## src/rtl/mem_access_unit.sv

```systemverilog
// ---------------------------------------------------------------------------
// mem_access_unit
// Load/store execution block. Accepts one decoded memory access at a time,
// drives a word-wide request/acknowledge bus (splitting misaligned accesses
// into two consecutive word beats) and returns sign/zero-extended load data
// with a one-cycle completion pulse.
//
// Ports:
//   clk, rst_n            clock, asynchronous active-low reset
//   cpu_req               start an access (taken only while cpu_ready=1)
//   cpu_memwr             1=store, 0=load
//   cpu_memop[2:0]        000 B, 001 H, 010 W, 100 BU, 101 HU
//   cpu_addr[31:0]        byte address
//   cpu_wdata[31:0]       right-aligned store data
//   cpu_ready             idle, can take cpu_req
//   cpu_done              one-cycle completion pulse
//   cpu_err               with cpu_done: illegal memop or bus timeout
//   cpu_rdata[31:0]       extended load data, held until the next load done
//   bus_req/bus_we        beat request (held until bus_ack) / write beat
//   bus_addr[31:0]        word address
//   bus_wstrb[3:0]        byte lanes on write beats, 0 on read beats
//   bus_wdata[31:0]       lane-aligned store data
//   bus_ack, bus_rdata    beat complete, read word valid with bus_ack
// All outputs are registered.
// ---------------------------------------------------------------------------
module mem_access_unit #(
   parameter int unsigned BUS_TIMEOUT = 255
) (
   input  logic        clk,
   input  logic        rst_n,
   input  logic        cpu_req,
   input  logic        cpu_memwr,
   input  logic [2:0]  cpu_memop,
   input  logic [31:0] cpu_addr,
   input  logic [31:0] cpu_wdata,
   output logic        cpu_ready,
   output logic        cpu_done,
   output logic        cpu_err,
   output logic [31:0] cpu_rdata,
   output logic        bus_req,
   output logic        bus_we,
   output logic [31:0] bus_addr,
   output logic [3:0]  bus_wstrb,
   output logic [31:0] bus_wdata,
   input  logic        bus_ack,
   input  logic [31:0] bus_rdata
);

   typedef enum logic [1:0] {
      IDLE  = 2'd0,
      BEAT0 = 2'd1,
      BEAT1 = 2'd2,
      DONE  = 2'd3
   } state_t;

   localparam logic [31:0] TO_VAL  = BUS_TIMEOUT;
   localparam logic [31:0] TO_LAST = TO_VAL - 32'd1;
   localparam bit          TO_EN   = (TO_VAL != 32'd0);

   // Byte-lane mask of an access, before shifting to its byte offset.
   function automatic logic [3:0] size_mask(input logic [1:0] sz);
      case (sz)
         2'b00:   size_mask = 4'b0001;
         2'b01:   size_mask = 4'b0011;
         2'b10:   size_mask = 4'b1111;
         default: size_mask = 4'b0000;
      endcase
   endfunction

   // Access size in bytes.
   function automatic logic [2:0] size_bytes(input logic [1:0] sz);
      case (sz)
         2'b00:   size_bytes = 3'd1;
         2'b01:   size_bytes = 3'd2;
         default: size_bytes = 3'd4;
      endcase
   endfunction

   // Legal encodings; unsigned variants exist only for loads.
   function automatic logic memop_ok(input logic wr, input logic [2:0] op);
      case (op)
         3'b000, 3'b001, 3'b010: memop_ok = 1'b1;
         3'b100, 3'b101:         memop_ok = ~wr;
         default:                memop_ok = 1'b0;
      endcase
   endfunction

   // Sign/zero extension of the right-aligned load value.
   function automatic logic [31:0] load_extend(input logic [2:0] op, input logic [31:0] v);
      case (op)
         3'b000:  load_extend = {{24{v[7]}}, v[7:0]};
         3'b001:  load_extend = {{16{v[15]}}, v[15:0]};
         3'b100:  load_extend = {24'd0, v[7:0]};
         3'b101:  load_extend = {16'd0, v[15:0]};
         default: load_extend = v;
      endcase
   endfunction

   state_t       state_r, state_s;
   logic         memwr_r, memwr_s;
   logic [2:0]   memop_r, memop_s;
   logic [1:0]   off_r, off_s;
   logic         split_r, split_s;
   logic [7:0]   m8_r, m8_s;
   logic [63:0]  d64_r, d64_s;
   logic [31:0]  lo_r, lo_s;
   logic [31:0]  tcnt_r, tcnt_s;

   logic         cpu_ready_r, cpu_ready_s;
   logic         cpu_done_r, cpu_done_s;
   logic         cpu_err_r, cpu_err_s;
   logic [31:0]  cpu_rdata_r, cpu_rdata_s;
   logic         bus_req_r, bus_req_s;
   logic         bus_we_r, bus_we_s;
   logic [31:0]  bus_addr_r, bus_addr_s;
   logic [3:0]   bus_wstrb_r, bus_wstrb_s;
   logic [31:0]  bus_wdata_r, bus_wdata_s;

   logic [7:0]   req_m8_s;
   logic [63:0]  req_d64_s;
   logic         req_split_s;
   logic [63:0]  rd64_s;
   logic [63:0]  rd_shift_s;
   logic [31:0]  rd_ext_s;
   logic         timeout_s;

   // Lane placement of a new request, computed straight from the cpu inputs.
   assign req_m8_s    = {4'b0000, size_mask(cpu_memop[1:0])} << cpu_addr[1:0];
   assign req_d64_s   = {32'd0, cpu_wdata} << {cpu_addr[1:0], 3'b000};
   assign req_split_s = ({1'b0, cpu_addr[1:0]} + size_bytes(cpu_memop[1:0])) > 3'd4;

   // Load assembly: the word acked now is hi in BEAT1, lo (with hi=0) in BEAT0.
   assign rd64_s     = (state_r == BEAT1) ? {bus_rdata, lo_r} : {32'd0, bus_rdata};
   assign rd_shift_s = rd64_s >> {off_r, 3'b000};
   assign rd_ext_s   = load_extend(memop_r, rd_shift_s[31:0]);

   assign timeout_s  = TO_EN && (tcnt_r == TO_LAST);

   // Next-state and next-output computation.
   always_comb begin
      state_s     = state_r;
      memwr_s     = memwr_r;
      memop_s     = memop_r;
      off_s       = off_r;
      split_s     = split_r;
      m8_s        = m8_r;
      d64_s       = d64_r;
      lo_s        = lo_r;
      tcnt_s      = tcnt_r;
      cpu_done_s  = 1'b0;
      cpu_err_s   = 1'b0;
      cpu_rdata_s = cpu_rdata_r;
      bus_req_s   = bus_req_r;
      bus_we_s    = bus_we_r;
      bus_addr_s  = bus_addr_r;
      bus_wstrb_s = bus_wstrb_r;
      bus_wdata_s = bus_wdata_r;

      case (state_r)
         IDLE: begin
            if (cpu_req) begin
               memwr_s = cpu_memwr;
               memop_s = cpu_memop;
               off_s   = cpu_addr[1:0];
               split_s = req_split_s;
               m8_s    = req_m8_s;
               d64_s   = req_d64_s;
               tcnt_s  = 32'd0;
               if (memop_ok(cpu_memwr, cpu_memop)) begin
                  state_s     = BEAT0;
                  bus_req_s   = 1'b1;
                  bus_we_s    = cpu_memwr;
                  bus_addr_s  = {cpu_addr[31:2], 2'b00};
                  bus_wstrb_s = cpu_memwr ? req_m8_s[3:0] : 4'b0000;
                  bus_wdata_s = cpu_memwr ? req_d64_s[31:0] : 32'd0;
               end else begin
                  state_s    = DONE;
                  cpu_done_s = 1'b1;
                  cpu_err_s  = 1'b1;
               end
            end else begin
               state_s = IDLE;
            end
         end

         BEAT0: begin
            if (bus_ack) begin
               lo_s = bus_rdata;
               if (split_r) begin
                  // Second word; the +4 naturally wraps 0xFFFFFFFC to 0.
                  state_s     = BEAT1;
                  tcnt_s      = 32'd0;
                  bus_addr_s  = bus_addr_r + 32'd4;
                  bus_wstrb_s = memwr_r ? m8_r[7:4] : 4'b0000;
                  bus_wdata_s = memwr_r ? d64_r[63:32] : 32'd0;
               end else begin
                  state_s     = DONE;
                  cpu_done_s  = 1'b1;
                  bus_req_s   = 1'b0;
                  bus_we_s    = 1'b0;
                  bus_wstrb_s = 4'b0000;
                  bus_wdata_s = 32'd0;
                  cpu_rdata_s = memwr_r ? cpu_rdata_r : rd_ext_s;
               end
            end else if (timeout_s) begin
               state_s     = DONE;
               cpu_done_s  = 1'b1;
               cpu_err_s   = 1'b1;
               bus_req_s   = 1'b0;
               bus_we_s    = 1'b0;
               bus_wstrb_s = 4'b0000;
               bus_wdata_s = 32'd0;
            end else begin
               tcnt_s = tcnt_r + 32'd1;
            end
         end

         BEAT1: begin
            if (bus_ack) begin
               state_s     = DONE;
               cpu_done_s  = 1'b1;
               bus_req_s   = 1'b0;
               bus_we_s    = 1'b0;
               bus_wstrb_s = 4'b0000;
               bus_wdata_s = 32'd0;
               cpu_rdata_s = memwr_r ? cpu_rdata_r : rd_ext_s;
            end else if (timeout_s) begin
               // A store has already written its first word; it stays written.
               state_s     = DONE;
               cpu_done_s  = 1'b1;
               cpu_err_s   = 1'b1;
               bus_req_s   = 1'b0;
               bus_we_s    = 1'b0;
               bus_wstrb_s = 4'b0000;
               bus_wdata_s = 32'd0;
            end else begin
               tcnt_s = tcnt_r + 32'd1;
            end
         end

         DONE: begin
            state_s = IDLE;
         end

         default: begin
            state_s   = IDLE;
            bus_req_s = 1'b0;
         end
      endcase

      cpu_ready_s = (state_s == IDLE);
   end

   // State and registered-output update.
   always_ff @(posedge clk or negedge rst_n) begin
      if (!rst_n) begin
         state_r     <= IDLE;
         memwr_r     <= 1'b0;
         memop_r     <= 3'b000;
         off_r       <= 2'b00;
         split_r     <= 1'b0;
         m8_r        <= 8'h00;
         d64_r       <= 64'd0;
         lo_r        <= 32'd0;
         tcnt_r      <= 32'd0;
         cpu_ready_r <= 1'b1;
         cpu_done_r  <= 1'b0;
         cpu_err_r   <= 1'b0;
         cpu_rdata_r <= 32'd0;
         bus_req_r   <= 1'b0;
         bus_we_r    <= 1'b0;
         bus_addr_r  <= 32'd0;
         bus_wstrb_r <= 4'b0000;
         bus_wdata_r <= 32'd0;
      end else begin
         state_r     <= state_s;
         memwr_r     <= memwr_s;
         memop_r     <= memop_s;
         off_r       <= off_s;
         split_r     <= split_s;
         m8_r        <= m8_s;
         d64_r       <= d64_s;
         lo_r        <= lo_s;
         tcnt_r      <= tcnt_s;
         cpu_ready_r <= cpu_ready_s;
         cpu_done_r  <= cpu_done_s;
         cpu_err_r   <= cpu_err_s;
         cpu_rdata_r <= cpu_rdata_s;
         bus_req_r   <= bus_req_s;
         bus_we_r    <= bus_we_s;
         bus_addr_r  <= bus_addr_s;
         bus_wstrb_r <= bus_wstrb_s;
         bus_wdata_r <= bus_wdata_s;
      end
   end

   assign cpu_ready = cpu_ready_r;
   assign cpu_done  = cpu_done_r;
   assign cpu_err   = cpu_err_r;
   assign cpu_rdata = cpu_rdata_r;
   assign bus_req   = bus_req_r;
   assign bus_we    = bus_we_r;
   assign bus_addr  = bus_addr_r;
   assign bus_wstrb = bus_wstrb_r;
   assign bus_wdata = bus_wdata_r;

endmodule

```

## config.mk

```make
export PLATFORM = sky130hd
export DESIGN_NAME = mem_access_unit
export DESIGN_NICKNAME = d
export VERILOG_FILES = /design/src/rtl/mem_access_unit.sv
export SDC_FILE = /design/constraint.sdc
export NUM_CORES = 1
export LEC_CHECK = 0
export ABC_AREA = 1
export ABC_CLOCK_PERIOD_IN_PS = 2400
export CORE_ASPECT_RATIO = 1.4
export CORE_MARGIN = 3
export CORE_UTILIZATION = 35
export CTS_CLUSTER_SIZE = 16
export DETAILED_ROUTE_END_ITERATION = 8
export SETUP_SLACK_MARGIN = 0.3
export SYNTH_ARGS = -nofsm -noshare
export SYNTH_HDL_FRONTEND = slang
export SYNTH_SLANG_ARGS = --single-unit
```

## constraint.sdc

```tcl
create_clock -name clk -period 2.4 [get_ports clk]
set_input_delay 0.72 -clock clk [delete_from_list [all_inputs] [get_ports clk]]
set_output_delay 0.72 -clock clk [all_outputs]
set_load 0.01 [all_outputs]
```

==> metrics.txt <==
Async SR Flop Fraction 100.0%; critical path required time 2.81 ns; vias in the first global route 12950; FF+latch count, synth 203; Synth Flop Type dfrtp_1; synthesized instance count 1762; Hold Crit Class in2async; fin crit share 84.33%; first-pass GRT wire length 69250 um; Setup crit start kind flip-flop; Final Max Slew Viols 0; Port Buf Inserts 206; CTS Sinks 203; DRC 0; Max FO, Critical Path 9; HPWL Detailed 32480 um; Final setup viols 0; TritonCTS Buffers 24; Post-Syn Area 12430 um^2; Clock Path Buffers 3; Static Leak 8.048 nW; pre-CTS setup slack -0.3019 ns; measured slew at the worst slew-check pin 0.5639 ns; min Tclk post-route 2.024 ns; sequential area share after synthesis 40.88%; CTS HTree Levels 1; crit path DAT 2.44 ns; Die Ht 229.0 um; fmax 494.1 MHz; largest net degree at the start of global routing 63; Worst setup startpoint state_r[1]; Core Util, Final 48.02%; Min Hold Slack 0.1034 ns; Root Driver clkbuf_16; Reg2Reg Depth 10; VDD IR max 0.5890 mV; max_cap viols 0; total length of routed wires 43960 um; worst skew pair latency 0.53 ns; Avg WL per Cell 17.46 um; post-route worst setup slack 0.3760 ns; Top Ports 209; gr ovfl total 0; Initial Util 35.54%; 1st-iter DRT viols 895; Worst-path clk slew 0.06 ns; CP max-delay cell dfrtp_1; Final Hold Viols 0; Netlist cell types 55; Vias 12960; crit path cell chain inv_2 > ha_4 > inv_2 > or2_1 > nor3_2 > o21ai_2 > buf_6 > a21oi_2 > buf_6 > a21oi_1; Worst Clk Skew 0.01366 ns; WS Path Type reg2reg; die area 37840 um^2; RSZ-0062 raised after global routing true; Syn. warnings 0; Placed Area 15690 um^2; core area 34960 um^2; total power 20.63 mW; Final GP Congestion 0.9840; FILL cells 3511; origin of the critical flop-to-flop path state_r[1]; Pwr Density 1229 nW/um^2; Synth Area per Inst 7.053 um^2; Critical Path End Type flip-flop; CTS Hold Buffers Added 0; status completed; 1st-pass router iterations 5; Post-synth EDFFs 0; DRT antenna net count 0; relative slew slack 62.41%; design area 16790 um^2; all-layer global routing usage 22.93%; layout cells sized above 1 12.67%; initial antenna violation count 5; Chip Width 165.3 um; Synth-to-Final Area Change 35.10%; Final nets 2164; Via density 5.150; Max stage delay on crit path 0.42 ns; Core Rows 81; CTS tree yes
==> logic make-up (layout without fill, tap and decap cells) <==
kind of cell / after synthesis / count (layout) / synth area share, %
and+or+nand+nor: 895 / 896 / 30.36
AOI/OAI and AO/OA: 346 / 346 / 15.91
buffers and inverters: 276 / 572 / 9.242
DFF: 203 / 203 / 40.88
adders and majority gates: 16 / 16 / 1.671
muxes: 14 / 14 / 1.128
xor gates and xnor gates: 11 / 11 / 0.7752
other: 1 / 3 / 0.03017
==> power breakdown <==
| part | internal [mW] | switching (mW) |
|---|---|---|
| Combinational | 4.61 | 6.42 |
| Sequential | 4.82 | 0.991 |
| Clock | 2.27 | 1.52 |
| Total | 11.7 | 8.93 |
==> Yosys cell counts, types with 26 or more instances <==
library cell    n  area share (%)
a21oi_1        56             2.3
buf_2          36             1.4
clkbuf_1       34             1.0
dfrtp_1       202              41
inv_1         171             5.2
nand2_1       490              15
nand3_1        99             4.0
nand4_1        27             1.4
nor2_1        198             6.0
nor3_1         45             1.8
o21ai_0       176             7.1
o22ai_1        26             1.3
==> layout by cell type (no fill, tap or decap), drive strengths merged, types with 27 or more instances in the layout <==
| cell type | instances |
|---|---|
| dlygate4sd2 | 103 |
| a21oi | 58 |
| clkbuf | 37 |
| buf | 137 |
| nand2 | 500 |
| nand4 | 27 |
| clkdlybuf4s50 | 99 |
| o21ai | 195 |
| nand3 | 100 |
| dfrtp | 202 |
| nor3 | 49 |
| inv | 184 |
| nor2 | 209 |
==> routing by layer <==
layer | share of wire (%) | vias up | GRT usage (%)
li1 | - | 6317 | -
met2 | 48 | 483 | 38.46
met1 | 39 | 6028 | 27.51
met3 | 5.9 | 126 | 3.590
met5 | 0.13 | - | 0
met4 | 6.4 | 8 | 13.17
==> flip-flops by register name, summed over array words and instances, names as in the netlist <==
register,flops
cpu_rdata,32
m8_r,3
state_r,2
bus_addr,30
cpu_err,1
lo_r,32
off_r,2
bus_wstrb,4
memwr_r,1
cpu_ready,1
bus_we,1
d64_r,24
cpu_done,1
bus_wdata,32
split_r,1
tcnt_r,32
memop_r,3
bus_req,1
==> area by class of cell <==
cell class / instances / area, um^2 / share of cell area, %
antenna: 1 / 2.502 / 0.01490
clock buffer: 35 / 711.9 / 4.240
clock inverter: 7 / 98.84 / 0.5887
inverter: 186 / 710.7 / 4.233
multi-input combinational: 1285 / 6277 / 37.39
sequential: 203 / 5107 / 30.42
tap: 456 / 570.5 / 3.398
timing repair buffer: 344 / 3311 / 19.72
==> stage by stage <==
step / setup TNS, ns / std cells
6_report: 0 / 2517
5_1_grt: 0 / 2516
4_1_cts: 0 / 2503
3_5_place_dp: -16.81 / 2446
3_3_place_gp: -13.07 / 2446
2_1_floorplan: 0 / 1763
==> worst max-delay path, delay by kind of cell, from the launching register on <==
kind / cells / cell delay (ns)
buf+inv: 4 / 0.47
fa+ha+maj: 1 / 0.28
compound gates: 3 / 0.33
simple gates: 2 / 0.42
flops: 1 / 0.42
==> worst paths after layout <==
kind,to,slack [ns]
max reg2reg,cpu_rdata[10],0.38
min in group clk,bus_wdata[29],0.47
min,lo_r[1],0.10
max in group asynchronous,bus_addr[11],1.57
max,cpu_rdata[10],0.38
min reg2reg,bus_wdata[29],0.47
==> what timing repair did <==
| action | CTS | global route |
|---|---|---|
| pin swaps | 0 | 3 |
| setup endpoints to repair | 165 | 118 |
| cloned | 1 | 3 |
| setup buffers | 14 | 10 |
| gates resized for setup | 135 | 25 |
No activity file was read; power rests on OpenSTA's default activity.
